==> src/rtl/addsub_pipe.sv <==
// Pipelined add/sub/SLT/SLTU: each stage resolves one CHUNK-bit carry slice, so latency is N = WIDTH/CHUNK cycles.
// Backpressure: the whole pipe advances only when the output register is empty or being drained.
module addsub_pipe #(
    parameter int WIDTH = 32,
    parameter int CHUNK = 8,
    parameter int TAG_W = 5
) (
    input  logic             clk,
    input  logic             rst,
    input  logic             in_valid,
    output logic             in_ready,
    input  logic [1:0]       in_op,
    input  logic [WIDTH-1:0] in_a,
    input  logic [WIDTH-1:0] in_b,
    input  logic [TAG_W-1:0] in_tag,
    output logic             out_valid,
    input  logic             out_ready,
    output logic [WIDTH-1:0] out_result,
    output logic [TAG_W-1:0] out_tag,
    output logic             out_zero,
    output logic             out_neg,
    output logic             out_ovf,
    output logic             out_borrow
);
    localparam int N = WIDTH / CHUNK;
    localparam logic [1:0] OP_ADD = 2'b00;
    localparam logic [1:0] OP_SUB = 2'b01;
    localparam logic [1:0] OP_SLT = 2'b10;

    logic [N-1:0]            vld_q, vld_d;
    logic [N-1:0]            cy_q, cy_d;
    logic [N-1:0][1:0]       op_q, op_d;
    logic [N-1:0][TAG_W-1:0] tag_q, tag_d;
    logic [N-1:0][WIDTH-1:0] a_q, a_d;
    logic [N-1:0][WIDTH-1:0] bp_q, bp_d;
    logic [N-1:0][WIDTH-1:0] sum_q, sum_d;

    logic [WIDTH-1:0] res_q, res_d;
    logic             zero_q, zero_d;
    logic             neg_q, neg_d;
    logic             ovf_q, ovf_d;
    logic             borrow_q, borrow_d;

    logic advance;
    logic unused_last;

    assign advance   = !vld_q[N-1] || out_ready;
    assign in_ready  = advance;

    assign out_valid  = vld_q[N-1];
    assign out_tag    = tag_q[N-1];
    assign out_result = res_q;
    assign out_zero   = zero_q;
    assign out_neg    = neg_q;
    assign out_ovf    = ovf_q;
    assign out_borrow = borrow_q;

    // The last stage's operand/sum copies are superseded by the result/flag registers.
    assign unused_last = ^{a_q[N-1], bp_q[N-1], sum_q[N-1], op_q[N-1], cy_q[N-1]};

    always_comb begin
        logic             st_vld;
        logic [1:0]       st_op;
        logic [TAG_W-1:0] st_tag;
        logic [WIDTH-1:0] st_a;
        logic [WIDTH-1:0] st_bp;
        logic [WIDTH-1:0] st_sum;
        logic             st_cin;
        logic             slt_bit;
        logic [CHUNK:0]   csum;
        int               p;

        vld_d    = vld_q;
        cy_d     = cy_q;
        op_d     = op_q;
        tag_d    = tag_q;
        a_d      = a_q;
        bp_d     = bp_q;
        sum_d    = sum_q;
        res_d    = res_q;
        zero_d   = zero_q;
        neg_d    = neg_q;
        ovf_d    = ovf_q;
        borrow_d = borrow_q;
        st_vld   = 1'b0;
        st_op    = '0;
        st_tag   = '0;
        st_a     = '0;
        st_bp    = '0;
        st_sum   = '0;
        st_cin   = 1'b0;
        slt_bit  = 1'b0;
        csum     = '0;
        p        = 0;

        if (advance) begin
            for (int k = 0; k < N; k++) begin
                p = (k > 0) ? k - 1 : 0;
                if (k == 0) begin
                    st_vld = in_valid;
                    st_op  = in_op;
                    st_tag = in_tag;
                    st_a   = in_a;
                    st_bp  = (in_op == OP_ADD) ? in_b : ~in_b;
                    st_cin = (in_op != OP_ADD);
                    st_sum = '0;
                end else begin
                    st_vld = vld_q[p];
                    st_op  = op_q[p];
                    st_tag = tag_q[p];
                    st_a   = a_q[p];
                    st_bp  = bp_q[p];
                    st_cin = cy_q[p];
                    st_sum = sum_q[p];
                end
                csum = {1'b0, st_a[k*CHUNK +: CHUNK]} + {1'b0, st_bp[k*CHUNK +: CHUNK]}
                     + {{CHUNK{1'b0}}, st_cin};
                st_sum[k*CHUNK +: CHUNK] = csum[CHUNK-1:0];
                vld_d[k] = st_vld;
                op_d[k]  = st_op;
                tag_d[k] = st_tag;
                a_d[k]   = st_a;
                bp_d[k]  = st_bp;
                sum_d[k] = st_sum;
                cy_d[k]  = csum[CHUNK];
            end

            // After the loop st_* and csum describe the final slice, i.e. the complete sum.
            ovf_d    = (st_a[WIDTH-1] == st_bp[WIDTH-1]) && (st_sum[WIDTH-1] != st_a[WIDTH-1]);
            borrow_d = (st_op == OP_ADD) ? csum[CHUNK] : !csum[CHUNK];
            slt_bit  = st_sum[WIDTH-1] ^ ovf_d;
            case (st_op)
                OP_ADD, OP_SUB: res_d = st_sum;
                OP_SLT:         res_d = {{(WIDTH-1){1'b0}}, slt_bit};
                default:        res_d = {{(WIDTH-1){1'b0}}, !csum[CHUNK]};
            endcase
            zero_d = (res_d == '0);
            neg_d  = res_d[WIDTH-1];
        end
    end

    always_ff @(posedge clk) begin
        if (rst) begin
            vld_q    <= '0;
            cy_q     <= '0;
            op_q     <= '0;
            tag_q    <= '0;
            a_q      <= '0;
            bp_q     <= '0;
            sum_q    <= '0;
            res_q    <= '0;
            zero_q   <= 1'b0;
            neg_q    <= 1'b0;
            ovf_q    <= 1'b0;
            borrow_q <= 1'b0;
        end else begin
            vld_q    <= vld_d;
            cy_q     <= cy_d;
            op_q     <= op_d;
            tag_q    <= tag_d;
            a_q      <= a_d;
            bp_q     <= bp_d;
            sum_q    <= sum_d;
            res_q    <= res_d;
            zero_q   <= zero_d;
            neg_q    <= neg_d;
            ovf_q    <= ovf_d;
            borrow_q <= borrow_d;
        end
    end
endmodule

==> config.mk <==
export PLATFORM = sky130hd
export DESIGN_NAME = addsub_pipe
export DESIGN_NICKNAME = d
export VERILOG_FILES = /design/src/rtl/addsub_pipe.sv
export SDC_FILE = /design/constraint.sdc
export NUM_CORES = 1
export LEC_CHECK = 0
export BUFFER_PORTS_ARGS = -buffer_cell sky130_fd_sc_hd__clkbuf_2
export CORE_ASPECT_RATIO = 1.4
export CORE_MARGIN = 4
export CORE_UTILIZATION = 55
export CTS_CLUSTER_DIAMETER = 40
export DETAILED_ROUTE_END_ITERATION = 8
export GPL_TIMING_DRIVEN = 0
export PLACE_DENSITY_LB_ADDON = 0.12
export SKIP_LAST_GASP = 1
export SLEW_MARGIN = 5
export SYNTH_ARGS = -nofsm -noshare
export SYNTH_HDL_FRONTEND = slang
export SYNTH_SLANG_ARGS = --single-unit
==> constraint.sdc <==
create_clock -name clk -period 3.7 [get_ports clk]
set_input_delay 0.74 -clock clk [delete_from_list [all_inputs] [get_ports clk]]
set_output_delay 0.74 -clock clk [all_outputs]
set_load 0.02 [all_outputs]
==> flow_metrics.env <==
export IMPL_status="complete, no violations"
export IMPL_crit_required_ns=4.07
export IMPL_ff2ff_path_depth=8
export IMPL_synth_top_area_share_pct=47.3
export IMPL_drive_above_1_share_pct=13.4
export IMPL_cts_buffers_inserted=25
export IMPL_clock_path_buffers=3
export IMPL_overflow=0
export IMPL_clock_skew_ns=0.0134
export IMPL_drt_wl_total_um=22300
export IMPL_die_area_mm2=0.0184
export IMPL_synth_area_mm2=0.00897
export IMPL_syn_num_nets=1232
export IMPL_grt_pass1_wl_um=36300
export IMPL_cts_sinks=212
export IMPL_antenna_cells=0
export IMPL_leakage_nw=4.39
export IMPL_port_buffers=117
export IMPL_worst_setup_path_type="primary input to flip-flop"
export IMPL_seq_area_frac_synth_pct=47.3
export IMPL_max_slew_margin_pct=43.2
export IMPL_async_flop_share_pct=0
export IMPL_die_w_um=116
export IMPL_io_pin_count=118
export IMPL_cap_violations=0
export IMPL_worstSetupStartpointType="primary input"
export IMPL_htreeDepth=1
export IMPL_max_freq_mhz=300
export IMPL_grt_antenna_before_repair=0
export IMPL_clk_latency_ns=0.51
export IMPL_cts_setup_buffers=0
export IMPL_clkTransAtPathRegs_ns=0.06
export IMPL_area_growth_pct=19.0
export IMPL_gp_congestion=0.882
export IMPL_grt_busiest_layer="met2"
export IMPL_vdd_drop_max_mv=0.417
export IMPL_tightest_slew_ns=0.851
export IMPL_crit_fanout=10
export IMPL_fin_ws_ns=0.362
export IMPL_slew_viol_final=0
export IMPL_fp_dieH_um=159
export IMPL_synth_edf_count=0
export IMPL_vias=7755
export IMPL_synth_cells=1122
export IMPL_grtUsageMet1_pct=31.8
export IMPL_p_total_w=0.00558
export IMPL_ctsHoldBuffers=0
export IMPL_wl_per_cell_um=15.0
export IMPL_fillers=1493
export IMPL_min_path_type="primary input to flip-flop"
export IMPL_synth_seq_cells=212
export IMPL_cp_arrival_ns=3.71
export IMPL_grt_util_all_layers_pct=24.1
export IMPL_dr_pass1_iters=4
export IMPL_finalHoldViolCount=0
export IMPL_cts_tree="done"
export IMPL_met3_usage_pct=3.31
export IMPL_end_kind="flip-flop"
export IMPL_layout_commonest_cell="nand2_1"
export IMPL_power_density_mw_per_mm2=523
export IMPL_fp_row_count=55
export IMPL_drt_initial_drc_count=447
export IMPL_final_cell_mix="359 x nand2_1, 212 x dfxtp_1, 206 x a21oi_1, 117 x clkbuf_2, 74 x clkbuf_1"
export IMPL_routed_via_density=5.23
export IMPL_yosys_warnings=0
export IMPL_synth_cell_types=48
export IMPL_post_cts_resized=0
export IMPL_grt_max_degree=15
export IMPL_yosys_top_cells_area="dfxtp_1 47%, nand2_1 15%, a21oi_1 11%, xnor2_1 4.0%, ha_1 3.9%"
export IMPL_grt_pass1_vias=7393
export IMPL_grt_util_met2_pct=40.5
export IMPL_synthFlopType="dfxtp_1"
export IMPL_register_area_mm2=0.00424
export IMPL_core_area_mm2=0.0161
export IMPL_initial_core_util_pct=55.7
export IMPL_rsz0062_at_grt="no"
export IMPL_ant_nets=0
export IMPL_dp_hpwl_um=16700
export IMPL_route_detailed_drc=0
export IMPL_hold_path_depth=3
export IMPL_fin_crit_ns=3.34
export IMPL_cts_root_buffer="clkbuf_16"
export IMPL_finalCritPeriodShare_pct=90.2
export IMPL_setup_viol=0
export IMPL_multi_input_area_mm2=0.00431
export IMPL_holdWs_ns=0.449
export IMPL_fin_nets=1376
export IMPL_synth_top_area_cell="dfxtp_1"
export IMPL_syn_avg_cell_area_um2=7.99
export IMPL_dp_slack_ns=-0.196
power breakdown:
part	switching [W]	internal (W)	leakage [nW]	total, W
Clock	0.000998	0.00152	0.407	0.00252
Combinational	0.000307	0.000242	2.24	0.000549
Sequential	0.0000879	0.00243	1.74	0.00251
Total	0.00139	0.00419	4.39	0.00558
sequential cells by signal (all words and copies together), names as in the netlist:
register / count
sum_q: 48
out_result: 32
bp_q: 48
op_q: 6
cy_q: 3
out_zero: 1
out_ovf: 1
vld_q: 4
out_borrow: 1
a_q: 48
out_tag: 5
tag_q: 15
per-stage QoR:
stage	setup TNS [ns]	cells	util [%]	area, um2
finish	0	1483	66.3	10700
global route	0	1483	66.3	10700
CTS	0	1483	66.3	10700
detailed placement	-0.251	1438	60.9	9800
global placement	-0.224	1438	60.9	9800
floorplan	0	1122	-	8970
worst max-delay path: stages:
cell      delay (ns)
clkbuf_2        0.11
nor2_1          0.33
buf_1           0.69
xnor2_1         0.22
inv_1           0.09
fa_1            0.40
nor2b_1         0.17
o21ai_0         0.11
a21boi_0        0.24
o21ai_0         0.16
and3_1          0.20
o21ai_0         0.16
a21oi_1         0.08
synthesized netlist by cell type (all sizes together) (2+ instances only):
cell and number:
nand2b 2, nor3b 4, a21boi 2, nand3b 24, xor2 6, fa 7
nor2 31, xnor2 41, inv 23, o21ai 14, a211oi 7, mux2i 3
o21a 4, a21o 7, a311oi 2, or3 8, o22ai 3, nand2 359
dfxtp 212, o31ai 2, nor2b 11, clkbuf 70, nor3 9, ha 28
nor4 5, a22o 5, a21oi 207, buf 12, nand4 2
routing by layer:
| metal | part of all wire (%) | wire, um | vias up |
|---|---|---|---|
| met5 | 0 | 0 | - |
| met4 | 3.0 | 658 | 0 |
| met3 | 5.0 | 1100 | 50 |
| met2 | 49 | 10900 | 181 |
| met1 | 43 | 9610 | 3530 |
| li1 | - | - | 3994 |
cell type report:
cell class                 count  area share [%]
buffer                        82            3.10
clock inverter                14            1.86
clock buffer                  31            6.26
multi-input combinational    805            40.4
sequential                   212            39.8
inverter                      23           0.809
timing repair buffer         117            5.49
tap                          199            2.33
worst paths after layout:
kind	start	endpoint	slack, ns
setup / recovery	in_op[1]	sum_q[6]	0.36
hold / removal	in_a[28]	a_q[28]	0.45
setup reg to reg	cy_q[2]	out_zero	0.99
hold reg to reg	out_tag[2]	out_tag[2]	0.45
cells by family (layout without fill, tap and decap cells):
kind of cell               after synthesis  count (layout)  synth area share [%]
AOI/OAI and AO/OA                      260             260                  16.0
xor gates and xnor gates                47              47                  4.59
adders and majority gates               35              35                  5.47
buffers and inverters                  105             267                  4.65
DFF                                    212             212                  47.3
muxes                                    4               4                 0.502
and+or+nand+nor                        459             459                  21.5
(Power assumes the default switching activity.)
